### config.mk
export PLATFORM = sky130hd
export DESIGN_NAME = mem_req_master_flat
export DESIGN_NICKNAME = d
export VERILOG_FILES = /design/src/rtl/mem_req_master_if.sv /design/src/rtl/mem_req_master.sv /design/src/flat_wrapper.sv
export SDC_FILE = /design/constraint.sdc
export NUM_CORES = 1
export LEC_CHECK = 0
export CAP_MARGIN = 20
export CORE_ASPECT_RATIO = 0.8
export CORE_MARGIN = 5
export CORE_UTILIZATION = 42
export DETAILED_ROUTE_END_ITERATION = 8
export PLACE_DENSITY = 0.83
export SLEW_MARGIN = 20
export SYNTH_ARGS = -nofsm -noshare
export SYNTH_HDL_FRONTEND = slang
export SYNTH_SLANG_ARGS = --single-unit
### constraint.sdc
create_clock -name clk -period 3.3 [get_ports clk]
set_clock_uncertainty 0.05 [all_clocks]
set_input_delay 0.99 -clock clk [delete_from_list [all_inputs] [get_ports clk]]
set_output_delay 0.99 -clock clk [all_outputs]
set_load 0.03 [all_outputs]
### src/rtl/mem_req_master_if.sv
// CPU load/store request port and block-RAM ren/wen/valid port bundled for mem_req_master.
interface mem_req_master_if #(
  parameter int unsigned AW = 9
);
  logic          cpu_req;
  logic          cpu_we;
  logic [1:0]    cpu_size;
  logic          cpu_unsigned;
  logic [63:0]   cpu_addr;
  logic [63:0]   cpu_wdata;
  logic          cpu_ready;
  logic          cpu_resp_valid;
  logic [63:0]   cpu_rdata;
  logic          cpu_err;
  logic [1:0]    cpu_err_cause;
  logic          ram_ren;
  logic          ram_wen;
  logic [AW-1:0] ram_addr;
  logic [63:0]   ram_wdata;
  logic [7:0]    ram_wmask;
  logic [63:0]   ram_rdata;
  logic          ram_valid;

  modport master (
    input  cpu_req, cpu_we, cpu_size, cpu_unsigned, cpu_addr, cpu_wdata,
    input  ram_rdata, ram_valid,
    output cpu_ready, cpu_resp_valid, cpu_rdata, cpu_err, cpu_err_cause,
    output ram_ren, ram_wen, ram_addr, ram_wdata, ram_wmask
  );

  modport slave (
    output cpu_req, cpu_we, cpu_size, cpu_unsigned, cpu_addr, cpu_wdata,
    output ram_rdata, ram_valid,
    input  cpu_ready, cpu_resp_valid, cpu_rdata, cpu_err, cpu_err_cause,
    input  ram_ren, ram_wen, ram_addr, ram_wdata, ram_wmask
  );
endinterface

### src/rtl/mem_req_master.sv
// Single-outstanding load/store initiator: checks alignment/range, drives the RAM handshake,
// lane-shifts stores and extracts/extends loads. One idle RAM cycle is kept between accesses.
module mem_req_master #(
  parameter int unsigned MEM_DEPTH = 4096,
  parameter int unsigned TIMEOUT   = 16
) (
  input  logic             clk,
  input  logic             rstn,
  mem_req_master_if.master bus
);
  localparam int unsigned AW = $clog2(MEM_DEPTH) - 3;
  localparam int unsigned AB = AW + 3;
  localparam int unsigned CW = $clog2(TIMEOUT + 1);

  typedef enum logic [1:0] {S_IDLE, S_WAIT, S_RESP} state_t;

  state_t        state_q, state_d;
  logic          ready_q, ready_d;
  logic          ren_q, ren_d;
  logic          wen_q, wen_d;
  logic [AW-1:0] addr_q, addr_d;
  logic [63:0]   wdata_q, wdata_d;
  logic [7:0]    wmask_q, wmask_d;
  logic          resp_q, resp_d;
  logic [63:0]   rdata_q, rdata_d;
  logic          err_q, err_d;
  logic [1:0]    cause_q, cause_d;
  logic          we_q, we_d;
  logic [1:0]    size_q, size_d;
  logic          uns_q, uns_d;
  logic [2:0]    off_q, off_d;
  logic [CW-1:0] cnt_q, cnt_d;

  logic          misaligned;
  logic          out_of_range;
  logic [7:0]    size_mask;
  logic [63:0]   sh;
  logic [63:0]   ld_data;

  // Request checks on the live CPU inputs
  always_comb begin
    misaligned = 1'b0;
    size_mask  = 8'hFF;
    case (bus.cpu_size)
      2'd0: begin misaligned = 1'b0;                 size_mask = 8'h01; end
      2'd1: begin misaligned = bus.cpu_addr[0];      size_mask = 8'h03; end
      2'd2: begin misaligned = |bus.cpu_addr[1:0];   size_mask = 8'h0F; end
      default: begin misaligned = |bus.cpu_addr[2:0]; size_mask = 8'hFF; end
    endcase
    out_of_range = |bus.cpu_addr[63:AB];
  end

  // Load lane extraction and extension from the latched request attributes
  always_comb begin
    sh = bus.ram_rdata >> {off_q, 3'b000};
    case (size_q)
      2'd0:    ld_data = {{56{sh[7]  & ~uns_q}}, sh[7:0]};
      2'd1:    ld_data = {{48{sh[15] & ~uns_q}}, sh[15:0]};
      2'd2:    ld_data = {{32{sh[31] & ~uns_q}}, sh[31:0]};
      default: ld_data = sh;
    endcase
  end

  // Next-state and next-output logic
  always_comb begin
    state_d = state_q;
    ren_d   = ren_q;
    wen_d   = wen_q;
    addr_d  = addr_q;
    wdata_d = wdata_q;
    wmask_d = wmask_q;
    resp_d  = 1'b0;
    rdata_d = rdata_q;
    err_d   = err_q;
    cause_d = cause_q;
    we_d    = we_q;
    size_d  = size_q;
    uns_d   = uns_q;
    off_d   = off_q;
    cnt_d   = cnt_q;

    case (state_q)
      S_IDLE: begin
        if (bus.cpu_req) begin
          we_d   = bus.cpu_we;
          size_d = bus.cpu_size;
          uns_d  = bus.cpu_unsigned;
          off_d  = bus.cpu_addr[2:0];
          if (misaligned || out_of_range) begin
            state_d = S_RESP;
            resp_d  = 1'b1;
            err_d   = 1'b1;
            cause_d = misaligned ? 2'd1 : 2'd2;
            rdata_d = 64'd0;
          end else begin
            state_d = S_WAIT;
            ren_d   = ~bus.cpu_we;
            wen_d   = bus.cpu_we;
            addr_d  = bus.cpu_addr[AB-1:3];
            wdata_d = bus.cpu_wdata << {bus.cpu_addr[2:0], 3'b000};
            wmask_d = size_mask << bus.cpu_addr[2:0];
            cnt_d   = CW'(0);
          end
        end
      end
      S_WAIT: begin
        cnt_d = cnt_q + CW'(1);
        if (bus.ram_valid) begin
          state_d = S_RESP;
          ren_d   = 1'b0;
          wen_d   = 1'b0;
          resp_d  = 1'b1;
          err_d   = 1'b0;
          cause_d = 2'd0;
          rdata_d = we_q ? 64'd0 : ld_data;
        end else if (cnt_q == CW'(TIMEOUT - 1)) begin
          state_d = S_RESP;
          ren_d   = 1'b0;
          wen_d   = 1'b0;
          resp_d  = 1'b1;
          err_d   = 1'b1;
          cause_d = 2'd3;
          rdata_d = 64'd0;
        end
      end
      S_RESP: begin
        state_d = S_IDLE;
        err_d   = 1'b0;
        cause_d = 2'd0;
        rdata_d = 64'd0;
      end
      default: state_d = S_IDLE;
    endcase

    ready_d = (state_d == S_IDLE);
  end

  always_ff @(posedge clk) begin
    if (!rstn) begin
      state_q <= S_IDLE;
      ready_q <= 1'b1;
      ren_q   <= 1'b0;
      wen_q   <= 1'b0;
      addr_q  <= '0;
      wdata_q <= 64'd0;
      wmask_q <= 8'd0;
      resp_q  <= 1'b0;
      rdata_q <= 64'd0;
      err_q   <= 1'b0;
      cause_q <= 2'd0;
      we_q    <= 1'b0;
      size_q  <= 2'd0;
      uns_q   <= 1'b0;
      off_q   <= 3'd0;
      cnt_q   <= '0;
    end else begin
      state_q <= state_d;
      ready_q <= ready_d;
      ren_q   <= ren_d;
      wen_q   <= wen_d;
      addr_q  <= addr_d;
      wdata_q <= wdata_d;
      wmask_q <= wmask_d;
      resp_q  <= resp_d;
      rdata_q <= rdata_d;
      err_q   <= err_d;
      cause_q <= cause_d;
      we_q    <= we_d;
      size_q  <= size_d;
      uns_q   <= uns_d;
      off_q   <= off_d;
      cnt_q   <= cnt_d;
    end
  end

  assign bus.cpu_ready      = ready_q;
  assign bus.cpu_resp_valid = resp_q;
  assign bus.cpu_rdata      = rdata_q;
  assign bus.cpu_err        = err_q;
  assign bus.cpu_err_cause  = cause_q;
  assign bus.ram_ren        = ren_q;
  assign bus.ram_wen        = wen_q;
  assign bus.ram_addr       = addr_q;
  assign bus.ram_wdata      = wdata_q;
  assign bus.ram_wmask      = wmask_q;
endmodule

### src/flat_wrapper.sv
// flat-port wrapper written by rule: the top's interface ports become plain ports
module mem_req_master_flat 
#(
  parameter int unsigned MEM_DEPTH = 4096,
  parameter int unsigned TIMEOUT   = 16
)
  (clk, rstn, bus_cpu_req, bus_cpu_we, bus_cpu_size, bus_cpu_unsigned, bus_cpu_addr, bus_cpu_wdata, bus_ram_rdata, bus_ram_valid, bus_cpu_ready, bus_cpu_resp_valid, bus_cpu_rdata, bus_cpu_err, bus_cpu_err_cause, bus_ram_ren, bus_ram_wen, bus_ram_addr, bus_ram_wdata, bus_ram_wmask);
  mem_req_master_if #(.AW((9))) bus_i ();
  input  logic clk;
  input  logic rstn;
  input wire logic [$bits(bus_i.cpu_req)-1:0] bus_cpu_req;
  input wire logic [$bits(bus_i.cpu_we)-1:0] bus_cpu_we;
  input wire logic [$bits(bus_i.cpu_size)-1:0] bus_cpu_size;
  input wire logic [$bits(bus_i.cpu_unsigned)-1:0] bus_cpu_unsigned;
  input wire logic [$bits(bus_i.cpu_addr)-1:0] bus_cpu_addr;
  input wire logic [$bits(bus_i.cpu_wdata)-1:0] bus_cpu_wdata;
  input wire logic [$bits(bus_i.ram_rdata)-1:0] bus_ram_rdata;
  input wire logic [$bits(bus_i.ram_valid)-1:0] bus_ram_valid;
  output wire logic [$bits(bus_i.cpu_ready)-1:0] bus_cpu_ready;
  output wire logic [$bits(bus_i.cpu_resp_valid)-1:0] bus_cpu_resp_valid;
  output wire logic [$bits(bus_i.cpu_rdata)-1:0] bus_cpu_rdata;
  output wire logic [$bits(bus_i.cpu_err)-1:0] bus_cpu_err;
  output wire logic [$bits(bus_i.cpu_err_cause)-1:0] bus_cpu_err_cause;
  output wire logic [$bits(bus_i.ram_ren)-1:0] bus_ram_ren;
  output wire logic [$bits(bus_i.ram_wen)-1:0] bus_ram_wen;
  output wire logic [$bits(bus_i.ram_addr)-1:0] bus_ram_addr;
  output wire logic [$bits(bus_i.ram_wdata)-1:0] bus_ram_wdata;
  output wire logic [$bits(bus_i.ram_wmask)-1:0] bus_ram_wmask;
  assign bus_i.cpu_req = bus_cpu_req;
  assign bus_i.cpu_we = bus_cpu_we;
  assign bus_i.cpu_size = bus_cpu_size;
  assign bus_i.cpu_unsigned = bus_cpu_unsigned;
  assign bus_i.cpu_addr = bus_cpu_addr;
  assign bus_i.cpu_wdata = bus_cpu_wdata;
  assign bus_i.ram_rdata = bus_ram_rdata;
  assign bus_i.ram_valid = bus_ram_valid;
  assign bus_cpu_ready = bus_i.cpu_ready;
  assign bus_cpu_resp_valid = bus_i.cpu_resp_valid;
  assign bus_cpu_rdata = bus_i.cpu_rdata;
  assign bus_cpu_err = bus_i.cpu_err;
  assign bus_cpu_err_cause = bus_i.cpu_err_cause;
  assign bus_ram_ren = bus_i.ram_ren;
  assign bus_ram_wen = bus_i.ram_wen;
  assign bus_ram_addr = bus_i.ram_addr;
  assign bus_ram_wdata = bus_i.ram_wdata;
  assign bus_ram_wmask = bus_i.ram_wmask;
  mem_req_master #(.MEM_DEPTH(MEM_DEPTH), .TIMEOUT(TIMEOUT)) u_core (.clk(clk), .rstn(rstn), .bus(bus_i));
endmodule
; Yosys cells after proc, flatten, opt, wreduce, memory -nomap -nowiden
; Index checks and enable logic that the tools add are counted.
[word_totals]
out_inout_bits = 152
in_bits = 200
ff_bits = 166
elab_cells = 93
[op_classes]
n_bitwise = 6
n_addsub = 1
shifts = 3
n_reduce_logical = 15
n_mux = 41
n_eq_ne = 11
[ops]
columns = cell, n
row1 = one-hot mux 64 bit (3 select lines), 2
row2 = 2-to-1 mux 64 bit, 5
row3 = left shift 64 x 6 -> 64 bit, 1
row4 = >> shifter 64 x 6 -> 64 bit, 1
row5 = OR reduction 52 bit, 1
row6 = one-hot mux 8 bit (3 select lines), 1
row7 = 2-to-1 mux 2 bit, 9
row8 = 2-to-1 mux 1 bit, 14
row9 = 2-to-1 mux 5 bit, 2
row10 = one-hot mux 5 bit (2 select lines), 1
row11 = logical NOT 2 bit, 4
row12 = AND reduction 4 bit, 2
row13 = left shift 8 x 3 -> 8 bit, 1
row14 = "== test 2 x 1 -> 1 bit, second input constant", 3
row15 = "== test 2 bit, second input constant", 3
row16 = one-hot mux 1 bit (2 select lines), 3
row17 = one-hot mux 1 bit (3 select lines), 2
row18 = one-hot mux 2 bit (3 select lines), 1
row19 = AND reduction 3 bit, 2
row20 = "adder 5 x 1 -> 5 bit, second input constant", 1
row21 = "== test 5 x 4 -> 1 bit, second input constant", 1
row22 = "!= test 2 bit, second input constant", 2
row23 = one-hot mux 2 bit (2 select lines), 1
row24 = bitwise AND 1 bit, 3
row25 = other kinds (9), 11

; Logic depth before layout (Yosys ltp)
; Gate-level depths: netlist (run 1).
[depth]
word_depth = 7
depth_mapped = 12

; Worst setup path after synthesis (run 1)
; OpenSTA, ideal clock, no wires.
[synth_path]
kind = input to register
from = input bus_cpu_addr[2]
to = register u_core.rdata_q[55] (netlist: u_core.bus.cpu_rdata[55])
arrival_time_ns = 2.630
path_stages = 9
setup_slack_ns = 0.524
required_ns = 3.154
cell_sequence = clkbuf_1 -> a21oi_1 -> o21ai_1 -> nor4_4 -> and3_1 -> buf_2 -> buf_2 -> o211ai_1 -> o41ai_2
[synth_between]
elab_chain_len = 5
[synth_lines]
columns = item, line
row1 = from (decl), flat_wrapper.sv:15  ; input wire logic [$bits(bus_i.cpu_addr)-1:0] bus_cpu_addr;
row2 = OR reduction 3 bit, mem_req_master.sv:48  ; default: begin misaligned = |bus.cpu_addr[2:0]; size_mask = 8'hFF; end
row3 = one-hot mux 1 bit (3 select lines), mem_req_master.sv:44  ; case (bus.cpu_size)
row4 = logical OR 1 bit, mem_req_master.sv:89  ; if (misaligned || out_of_range) begin
row5 = != test 2 x 1 -> 1 bit (no source line), n/a
row6 = AND reduction 4 bit (no source line), n/a
row7 = to (signal assigned), mem_req_master.sv:165  ; rdata_q <= rdata_d;
row8 = to (decl), mem_req_master.sv:25  ; logic [63:0] rdata_q, rdata_d;
; Every way passes these cells.
; A chain may end at the register's enable or synchronous reset.

; Worst setup path in the final report (run 1)
[layout_path]
from = input bus_cpu_addr[13]
to = register u_core.cause_q[1] (netlist: u_core.bus.cpu_err_cause[1])
[layout_between]
elab_chain_len = 4
[layout_lines]
columns = item, line
row1 = OR reduction 52 bit, mem_req_master.sv:50  ; out_of_range = |bus.cpu_addr[63:AB];
row2 = logical OR 1 bit, mem_req_master.sv:89
row3 = != test 2 x 1 -> 1 bit (no source line), n/a
row4 = AND reduction 4 bit (no source line), n/a
row5 = to (signal assigned), mem_req_master.sv:167  ; cause_q <= cause_d;
row6 = to (decl), mem_req_master.sv:27  ; logic [1:0] cause_q, cause_d;
; Every way passes these cells.

==> results.txt, run 1 <==
----------------------------------------------------
[STA]
  RSZ-0062 raised after global routing ... false
  Fmax ... ~330 MHz
  Final Max Tran Viols ... 0
  Fin crit share ... 0.917
  Number of endpoints failing setup at the final stage ... 0
  Min Clock Period, post-route ... roughly 3.0 ns
  Headroom to the max-slew limit ... 0.379
  Final Hold Slack ... about 0.4 ns
  Final count of hold timing violations ... 0
  Measured slew at the worst slew-check pin ... a little over 0.9 ns

[Placement]
  Cell Area, Placed ... ~14000 µm²
  Placed wire-length estimate ... roughly 33000 µm
  Weighted congestion at the end of routability-driven global placement ... just over 1
  # port buffers ... approximately 350
  Number of cells in the design after placement ... roughly 1900

[Critical path]
  Worst setup path category ... primary input to register
  Startpoint type of the worst setup path ... primary input
  Maximum fanout encountered on the critical timing path ... 21
  Setup crit end kind ... register
  Data required time of the worst path ... 3.61 ns
  Endpoint arrival time on the critical path ... about 3.3 ns

[Yosys]
  Async set-or-reset flop fraction in the synthesized netlist ... 0
  Main flop type after synthesis ... sky130_fd_sc_hd__dfxtp_1
  Synth area leader ... sky130_fd_sc_hd__dfxtp_1
  Syn Inst Count ... ~1300
  Seq cells post-synth ... 166
  Net count after synthesis ... between 1500 and 2000
  Number of flops mapped to enable cells by yosys ... 0
  Mapped Area ... around 10000 µm²
  Leading cell types by total area after synthesis ... sky130_fd_sc_hd__dfxtp_1 (33%), sky130_fd_sc_hd__nand2_1 (8.9%), sky130_fd_sc_hd__mux2i_1 (8.5%)
  Share of the synthesized area in the top cell type ... 0.331
  Total of warnings raised by yosys ... 0
  Post-synth cell types ... 61
  Post-Synthesis Mean Instance Area ... a little under 8 µm²
  Sequential fraction of the synthesis area ... 0.331

[Outcome]
  Result of the run ... complete, no violations

[Die]
  Area inside the core boundary ... about 23000 µm²
  Die Outline Area ... 27100 µm²
  Cell Rows ... 50
  Effective utilization at floorplan ... 0.428
  DIE WIDTH ... ~180 µm
  Ports ... 352
  Die Y ... 148 µm

[GRT]
  Gr busiest metal ... met1
  Via count of the first global-routing pass ... approximately 11000
  Global Route met1 Usage ... 0.424
  GR met2 Demand/Resource ... 0.413
  Met3 track demand over resource ... 0.0990
  Maximum number of pins on one net before global-route repair ... 93
  Initial antenna violation count ... 2
  First-pass GRT wire length ... approximately 63000 µm
  Overall fraction of global-route tracks in use ... 0.293
  Overflow after GRT ... 0

[Clocking]
  Post-CTS clock slew at the launch and capture registers of the worst setup and hold paths ... 0.07 ns
  Number of clock sinks seen by CTS ... about 170
  Number of levels the H-tree was split into ... 4
  Maximum clock path buffer count ... 2
  Post-CTS Setup Bufs ... 0
  Total CTS buffers ... 17
  CTS root buf ... sky130_fd_sc_hd__clkbuf_16
  CTS tree ... built
  Latest clock arrival within the worst-skew pair ... 0.42 ns

[Power]
  Worst voltage drop across the vdd grid ... approximately 270 µV
  Static leakage ... between 5 and 6 nW
  Power per cell area ... 354 nW/µm²

[Hold path]
  Path type of the worst min-delay path ... register to register

[Cells and area]
  Flip-flop and latch area ... around 3300 µm²
  Most common library cell in the layout ignoring fill and taps ... sky130_fd_sc_hd__clkdlybuf4s50_1
  Fraction of final layout cells sized beyond drive strength 1 ... 0.115
  Count of filler cells inserted in the layout ... approximately 2000
  Multi-input gate area ... 6150 µm²
  Leading cell types in the layout, fill and taps excluded ... sky130_fd_sc_hd__clkdlybuf4s50_1 (347), sky130_fd_sc_hd__nand2_1 (238), sky130_fd_sc_hd__dfxtp_1 (164)
  # nets final ... approximately 1800
  P&R area growth vs syn ... 46.5%
  Summed area of non-filler cells in the final layout ... about 15000 µm²
  Number of standard cells in the layout, taps in and fillers out ... slightly below 2000

[Drt]
  Initial drt markers ... 1495
  Post-DR vias/cell ... a little under 6
  Residual DRC count ... 0
  Final routed wire length divided by cell count ... roughly 22 µm
  Post-detailed-routing wire length ... around 42000 µm
  Vias after detailed routing ... about 11000
  Routed Antenna Nets ... 0
  Number of detailed-route iterations in the first pass ... 6

[Job]
  Maxcap violations ... 0

----------------------------------------------------
## where the power goes
group	internal [mW]	total, mW	switching, mW
logic	0.516	1.15	0.629
registers	2.03	2.05	0.0267
clock network	1.08	2.01	0.922
total	3.63	5.21	1.58
## sequential cells by signal, indices dropped and copies added, names as in the netlist
name,count
u_core.bus.cpu_rdata,64
u_core.bus.cpu_err_cause,2
u_core.bus.ram_ren,1
u_core.size_q,2
u_core.bus.ram_wdata,64
u_core.bus.ram_wen,1
u_core.bus.cpu_resp_valid,1
u_core.bus.ram_wmask,8
u_core.we_q,1
u_core.bus.cpu_err,1
u_core.state_q,2
u_core.cnt_q,5
u_core.off_q,3
u_core.uns_q,1
u_core.bus.cpu_ready,1
u_core.bus.ram_addr,9
## worst max-delay path, cell delays in order
cell and delay, ns:
sky130_fd_sc_hd__clkdlybuf4s50_1 0.41, sky130_fd_sc_hd__nor4_1 0.30, sky130_fd_sc_hd__buf_4 0.16, sky130_fd_sc_hd__nand4_1 0.14
sky130_fd_sc_hd__nor4_4 0.26, sky130_fd_sc_hd__buf_4 0.21, sky130_fd_sc_hd__buf_4 0.13, sky130_fd_sc_hd__a31o_2 0.19
sky130_fd_sc_hd__buf_4 0.24, sky130_fd_sc_hd__and3_1 0.20, sky130_fd_sc_hd__a41o_1 0.11
## routing by layer
layer  vias up  wire [µm]  share of wire
met4         0        997          0.024
met5         -          0              0
li1       5410          -              -
met1      5343      18800           0.44
met2       640      17600           0.42
met3        71       4850           0.11
## path summary, 6_finish.rpt
kind / start / to / slack (ns) / cells after the start
max: bus_cpu_addr[13] / u_core.bus.cpu_err_cause[1] / 0.28 / 11
min: u_core.bus.ram_addr[1] / u_core.bus.ram_addr[1] / 0.40 / 2
max reg2reg: u_core.state_q[1] / u_core.bus.cpu_rdata[39] / 0.63 / 8
min reg2reg: u_core.bus.ram_addr[1] / u_core.bus.ram_addr[1] / 0.40 / 2
## Yosys cell counts (3+ instances only)
cell,count
sky130_fd_sc_hd__a211oi_1,27
sky130_fd_sc_hd__a21o_1,8
sky130_fd_sc_hd__a21oi_1,161
sky130_fd_sc_hd__a22oi_1,7
sky130_fd_sc_hd__a31o_2,9
sky130_fd_sc_hd__a31oi_1,7
sky130_fd_sc_hd__a32oi_1,13
sky130_fd_sc_hd__and2_1,5
sky130_fd_sc_hd__and3_1,7
sky130_fd_sc_hd__buf_1,8
sky130_fd_sc_hd__buf_2,29
sky130_fd_sc_hd__buf_6,3
sky130_fd_sc_hd__clkbuf_1,89
sky130_fd_sc_hd__dfxtp_1,166
sky130_fd_sc_hd__ha_1,4
sky130_fd_sc_hd__inv_1,8
sky130_fd_sc_hd__mux2_2,34
sky130_fd_sc_hd__mux2i_1,85
sky130_fd_sc_hd__nand2_1,238
sky130_fd_sc_hd__nand2b_1,5
sky130_fd_sc_hd__nand3_1,53
sky130_fd_sc_hd__nand3b_1,3
sky130_fd_sc_hd__nor2_1,44
sky130_fd_sc_hd__nor2b_1,12
sky130_fd_sc_hd__nor3_1,8
sky130_fd_sc_hd__nor4_1,14
sky130_fd_sc_hd__o2111ai_1,7
sky130_fd_sc_hd__o211ai_1,39
sky130_fd_sc_hd__o21a_1,18
sky130_fd_sc_hd__o21ai_0,100
sky130_fd_sc_hd__o221ai_1,7
sky130_fd_sc_hd__o22ai_1,12
sky130_fd_sc_hd__o2bb2ai_1,8
sky130_fd_sc_hd__o31ai_1,9
sky130_fd_sc_hd__o41ai_1,3
sky130_fd_sc_hd__o41ai_2,14
sky130_fd_sc_hd__or2_2,3
sky130_fd_sc_hd__or3_1,12
## cells by family (layout without fill, tap and decap cells)
kind of cell | count (synthesis) | count (layout) | synth area share
compound gates | 460 | 460 | 0.296
fa+ha+maj | 4 | 4 | 0.00498
buf+inv | 143 | 474 | 0.0603
flops | 166 | 166 | 0.331
mux | 120 | 120 | 0.124
other cells | 0 | 2 | 0
simple gates | 415 | 415 | 0.184
## layout make-up
type                    count  share of cell area
diodes                      2            0.000340
flip-flops and latches    166               0.226
repair buffers            433               0.287
well taps                 312              0.0265
inverters                  10             0.00255
clock buffers              18              0.0298
multi-input cells         999               0.418
clock inverters            13             0.00952
## what timing repair did
item / CTS / global route
hold buffers: 0 / 0
setup endpoints to repair: 0 / 1
resized for setup: 0 / 2
## through the flow
stage / setup WS (ns) / utilization / TNS, ns / power (mW)
finish: 0.275 / 0.627 / 0 / 5.21
global route: 0.0758 / 0.627 / 0 / 5.39
CTS: 0.119 / 0.626 / 0 / 5.20
detailed placement: -0.345 / 0.602 / -27.78 / 3.20
global placement: -0.232 / 0.602 / -20.25 / 3.21
floorplan: 0.524 / - / 0 / 2.64
Power figures use the tool's default switching activity.
==> run 2: changes to the inputs <==
--- a/config.mk
+++ b/config.mk
@@ -5,12 +5,13 @@
 export SDC_FILE = /design/constraint.sdc
 export NUM_CORES = 1
 export LEC_CHECK = 0
+export ABC_AREA = 1
 export CAP_MARGIN = 20
 export CORE_ASPECT_RATIO = 0.8
 export CORE_MARGIN = 5
-export CORE_UTILIZATION = 42
+export CORE_UTILIZATION = 47
 export DETAILED_ROUTE_END_ITERATION = 8
-export PLACE_DENSITY = 0.83
+export PLACE_DENSITY = 0.9
 export SLEW_MARGIN = 20
 export SYNTH_ARGS = -nofsm -noshare
 export SYNTH_HDL_FRONTEND = slang
==> run 2 against run 1 <==
  * Flip-flop and latch count unchanged
  * Hold slack improved by 0.0017 ns
  * Largest power group is now the clock network
  * Wire length decreased by 1.4%
  * Count of clock-buffer cells in the layout unchanged
  * Critical endpoint is now u_core.bus.cpu_rdata[41]
  * Sequential share of layout area increased by 0.17 points
==> results.txt, run 2 <==
----------------------------------------------------
[Cells and area]
  Flip-flop and latch area ... 3320 µm² (about the same)
  Multi-input gate area ... 5950 µm² (-3.3%)
  Post-route core utilization ... 0.677 (+0.0500)
  Number of standard cells in the layout, taps in and fillers out ... 2257 (+16%)
  Most common library cell in the layout ignoring fill and taps ... sky130_fd_sc_hd__nand2_1
  P&R area growth vs syn ... 42.3%
  # nets final ... 2172 (+19%)
  Fraction of final layout cells sized beyond drive strength 1 ... 0.0565 (-0.0582)
  Count of filler cells inserted in the layout ... 1874 (-7.5%)
  Leading cell types in the layout, fill and taps excluded ... sky130_fd_sc_hd__nand2_1 (460), sky130_fd_sc_hd__clkdlybuf4s50_1 (349), sky130_fd_sc_hd__nor2_1 (236)

[Outcome]
  Result of the run ... complete, no violations

[Power]
  Proportion of total power due to net switching ... 0.324 (+0.0210)
  Clock power share ... 0.392 (+0.007)
  Power per cell area ... 368 nW/µm² (+3.9%)
  Total internal power ... 3.63 mW (about the same)
  Fraction of power consumed by combinational cells ... 0.229 (+0.009)
  Worst voltage drop across the vdd grid ... 323 µV (+18%)
  Relative contribution of sequential cells to total power ... 0.379 (-0.016)
  Static leakage ... 6.30 nW (+22%)
  Pwr Total ... 5.37 mW (+3.1%)
  Net switching power ... 1.74 mW (+10%)

[GRT]
  First-pass GRT wire length ... 64100 µm (+2.0%)
  Overflow after GRT ... 0 (unchanged)
  Overall fraction of global-route tracks in use ... 0.322 (+0.0290)
  Maximum number of pins on one net before global-route repair ... 93 (unchanged)
  Initial antenna violation count ... 3 (+1)
  Via count of the first global-routing pass ... 12100 (+14%)

[Yosys]
  Share of the synthesized area in the top cell type ... 0.324 (-0.00698)
  Most repeated cell in the gate-level netlist after synthesis ... sky130_fd_sc_hd__nand2_1
  Total of warnings raised by yosys ... 0 (unchanged)
  Mapped Area ... 10300 µm² (+2.2%)
  Number of flops mapped to enable cells by yosys ... 0 (unchanged)
  Synth area leader ... sky130_fd_sc_hd__dfxtp_1
  Async set-or-reset flop fraction in the synthesized netlist ... 0 (unchanged)
  Main flop type after synthesis ... sky130_fd_sc_hd__dfxtp_1
  Net count after synthesis ... 1887 (+25%)
  Post-Synthesis Mean Instance Area ... 6.10 µm² (-21%)
  Leading cell types by total area after synthesis ... sky130_fd_sc_hd__dfxtp_1 (32%), sky130_fd_sc_hd__nand2_1 (17%), sky130_fd_sc_hd__o21ai_0 (11%)
  Syn Inst Count ... 1683 (+29%)
  Sequential fraction of the synthesis area ... 0.324 (-0.00698)
  Post-synth cell types ... 40 (-34%)
  Commonest cells post-synth ... sky130_fd_sc_hd__nand2_1 (460), sky130_fd_sc_hd__nor2_1 (237), sky130_fd_sc_hd__o21ai_0 (226)
  Seq cells post-synth ... 166 (unchanged)

[Critical path]
  Worst setup path category ... primary input to register
  Data required time of the worst path ... 3.61 ns (about the same)
  Maximum fanout encountered on the critical timing path ... 47 (+120%)
  Startpoint type of the worst setup path ... primary input
  Setup crit end kind ... register
  Endpoint arrival time on the critical path ... 3.13 ns (-0.21 ns)

[Clocking]
  Quantity of hold-fixing buffers added after cts ... 0 (unchanged)
  Number of instances resized during post-cts repair ... 0 (unchanged)
  Number of levels the H-tree was split into ... 4 (unchanged)
  Post-CTS Setup Bufs ... 0 (unchanged)
  Number of clock sinks seen by CTS ... 166 (unchanged)
  Maximum clock path buffer count ... 2 (unchanged)
  Post-CTS clock slew at the launch and capture registers of the worst setup and hold paths ... 0.08 ns (about the same)
  CTS root buf ... sky130_fd_sc_hd__clkbuf_16
  Latest clock arrival within the worst-skew pair ... 0.44 ns (+0.02 ns)
  CTS tree ... built
  Total CTS buffers ... 17 (unchanged)

[Job]
  Maxcap violations ... 0 (unchanged)

[Die]
  Ports ... 352 (unchanged)
  Die Outline Area ... 24900 µm² (-8.2%)
  Die Y ... 142 µm (-4.2%)
  Cell Rows ... 48 (-4.0%)
  Effective utilization at floorplan ... 0.476 (+0.0478)
  DIE WIDTH ... 175 µm (-4.2%)
  Area inside the core boundary ... 21600 µm² (-8.1%)

[STA]
  Number of endpoints failing setup at the final stage ... 0 (unchanged)
  Min Clock Period, post-route ... 2.81 ns (-0.210 ns)
  Fmax ... 355 MHz (+7.5%)
  Measured slew at the worst slew-check pin ... 0.904 ns (-0.0250 ns)
  Headroom to the max-slew limit ... 0.397 (+0.0183)
  Final Max Tran Viols ... 0 (unchanged)
  Setup ws final ... 0.485 ns (+0.210 ns)
  Fin crit share ... 0.853 (-0.0637)
  Final count of hold timing violations ... 0 (unchanged)
  RSZ-0062 raised after global routing ... false
  Total negative setup slack ... 0 ns (unchanged)

[Placement]
  # port buffers ... 351 (unchanged)
  Weighted congestion at the end of routability-driven global placement ... 0.988 (-4.1%)
  Number of cells in the design after placement ... 2224 (+16%)
  Setup slack after placement ... 0.0540 ns (+0.399 ns)
  Placed wire-length estimate ... 31300 µm (-4.4%)

[Drt]
  Residual DRC count ... 0 (unchanged)
  Routed Antenna Nets ... 0 (unchanged)
  Met2 wire length ... 19600 µm (+12%)
  Number of detailed-route iterations in the first pass ... 6 (unchanged)
  Initial drt markers ... 1447 (-3.2%)
  Uppermost routed layer ... met5
  Post-detailed-routing wire length ... 41600 µm (-1.4%)
  Post-DR vias/cell ... 5.62 (-4.2%)
  DRT met1 WL ... 15400 µm (-18%)
  Final routed wire length divided by cell count ... 18.4 µm (-15%)
  Total length of routed met3 wires ... 4790 µm (-1.1%)
  Vias after detailed routing ... 12700 (+11%)

[Hold path]
  Path type of the worst min-delay path ... register to register

----------------------------------------------------
-- run 2: cell types whose count changed in the layout (fill, tap and decap cells not counted), moves of 69 or more --
| cell | delta |
|---|---|
| sky130_fd_sc_hd__nor2_1 | +192 |
| sky130_fd_sc_hd__nand2_1 | +222 |
| sky130_fd_sc_hd__mux2i_1 | -69 |
| sky130_fd_sc_hd__nand3_1 | +83 |
| sky130_fd_sc_hd__inv_1 | +83 |
| sky130_fd_sc_hd__o21ai_0 | +126 |
| sky130_fd_sc_hd__a21oi_1 | -75 |
-- run 2: layout make-up --
type / instances / area share
Clock inverter: 14 / 0.0122
Inverter: 98 / 0.0254
Sequential cell: 166 / 0.228
Antenna cell: 1 / 0.000171
Multi-Input combinational cell: 1285 / 0.407
Tap cell: 275 / 0.0236
Timing Repair Buffer: 400 / 0.274
Clock buffer: 18 / 0.0301
-- run 2: metrics by stage --
stage | instance area [µm²] | hold slack, ns
finish | 14600 | 0.400
global route | 14600 | 0.421
detailed placement | 14000 | 0.385
global placement | 14000 | 0.382
CTS | 14600 | 0.397
floorplan | 10300 | 0.385
-- run 2: cell families after synthesis --
group                      Yosys count  share of synthesized area
and+or+nand+nor                    893                      0.363
muxes                               16                     0.0156
AOI/OAI and AO/OA                  372                      0.195
buffers and inverters              232                     0.0975
DFF                                166                      0.324
adders and majority gates            4                    0.00488
-- run 2: worst max-delay path, cell delays in order --
cell,delay [ns]
sky130_fd_sc_hd__clkdlybuf4s50_1,0.40
sky130_fd_sc_hd__nor2_1,0.26
sky130_fd_sc_hd__nand2_1,0.09
sky130_fd_sc_hd__nor2_1,0.14
sky130_fd_sc_hd__nand3_1,0.20
sky130_fd_sc_hd__nor2_4,0.19
sky130_fd_sc_hd__nand3_1,0.14
sky130_fd_sc_hd__nand3_2,0.15
sky130_fd_sc_hd__buf_12,0.23
sky130_fd_sc_hd__nand2_1,0.08
sky130_fd_sc_hd__inv_1,0.06
sky130_fd_sc_hd__nor2_1,0.04
sky130_fd_sc_hd__nor2_1,0.13
-- run 2: power by group through the flow --
stage | clock, mW | combinational [mW] | sequential [mW]
after global routing | 2.20 | 1.34 | 2.04
final | 2.10 | 1.23 | 2.04
after CTS | 2.11 | 1.20 | 2.04
after floorplan | 0 | 0.689 | 2.09
after detailed placement | 0 | 1.20 | 2.08
after global placement | 0 | 1.18 | 2.08
-- run 2: final timing paths --
check             slack (ns)                  endpoint                startpoint  depth (start not counted)
setup / recovery        0.49  u_core.bus.cpu_rdata[41]          bus_cpu_addr[15]                         13
hold reg to reg         0.40  u_core.bus.ram_wdata[47]  u_core.bus.ram_wdata[47]                          2
setup reg to reg        0.86  u_core.bus.cpu_rdata[13]           u_core.off_q[0]                         11
hold / removal          0.40  u_core.bus.ram_wdata[47]  u_core.bus.ram_wdata[47]                          2
-- run 2: routing by layer --
layer | up-vias | GRT usage
li1 | 6097 | -
met1 | 5722 | 0.370
met2 | 744 | 0.550
met3 | 126 | 0.109
met4 | 4 | 0.136
met5 | - | 0
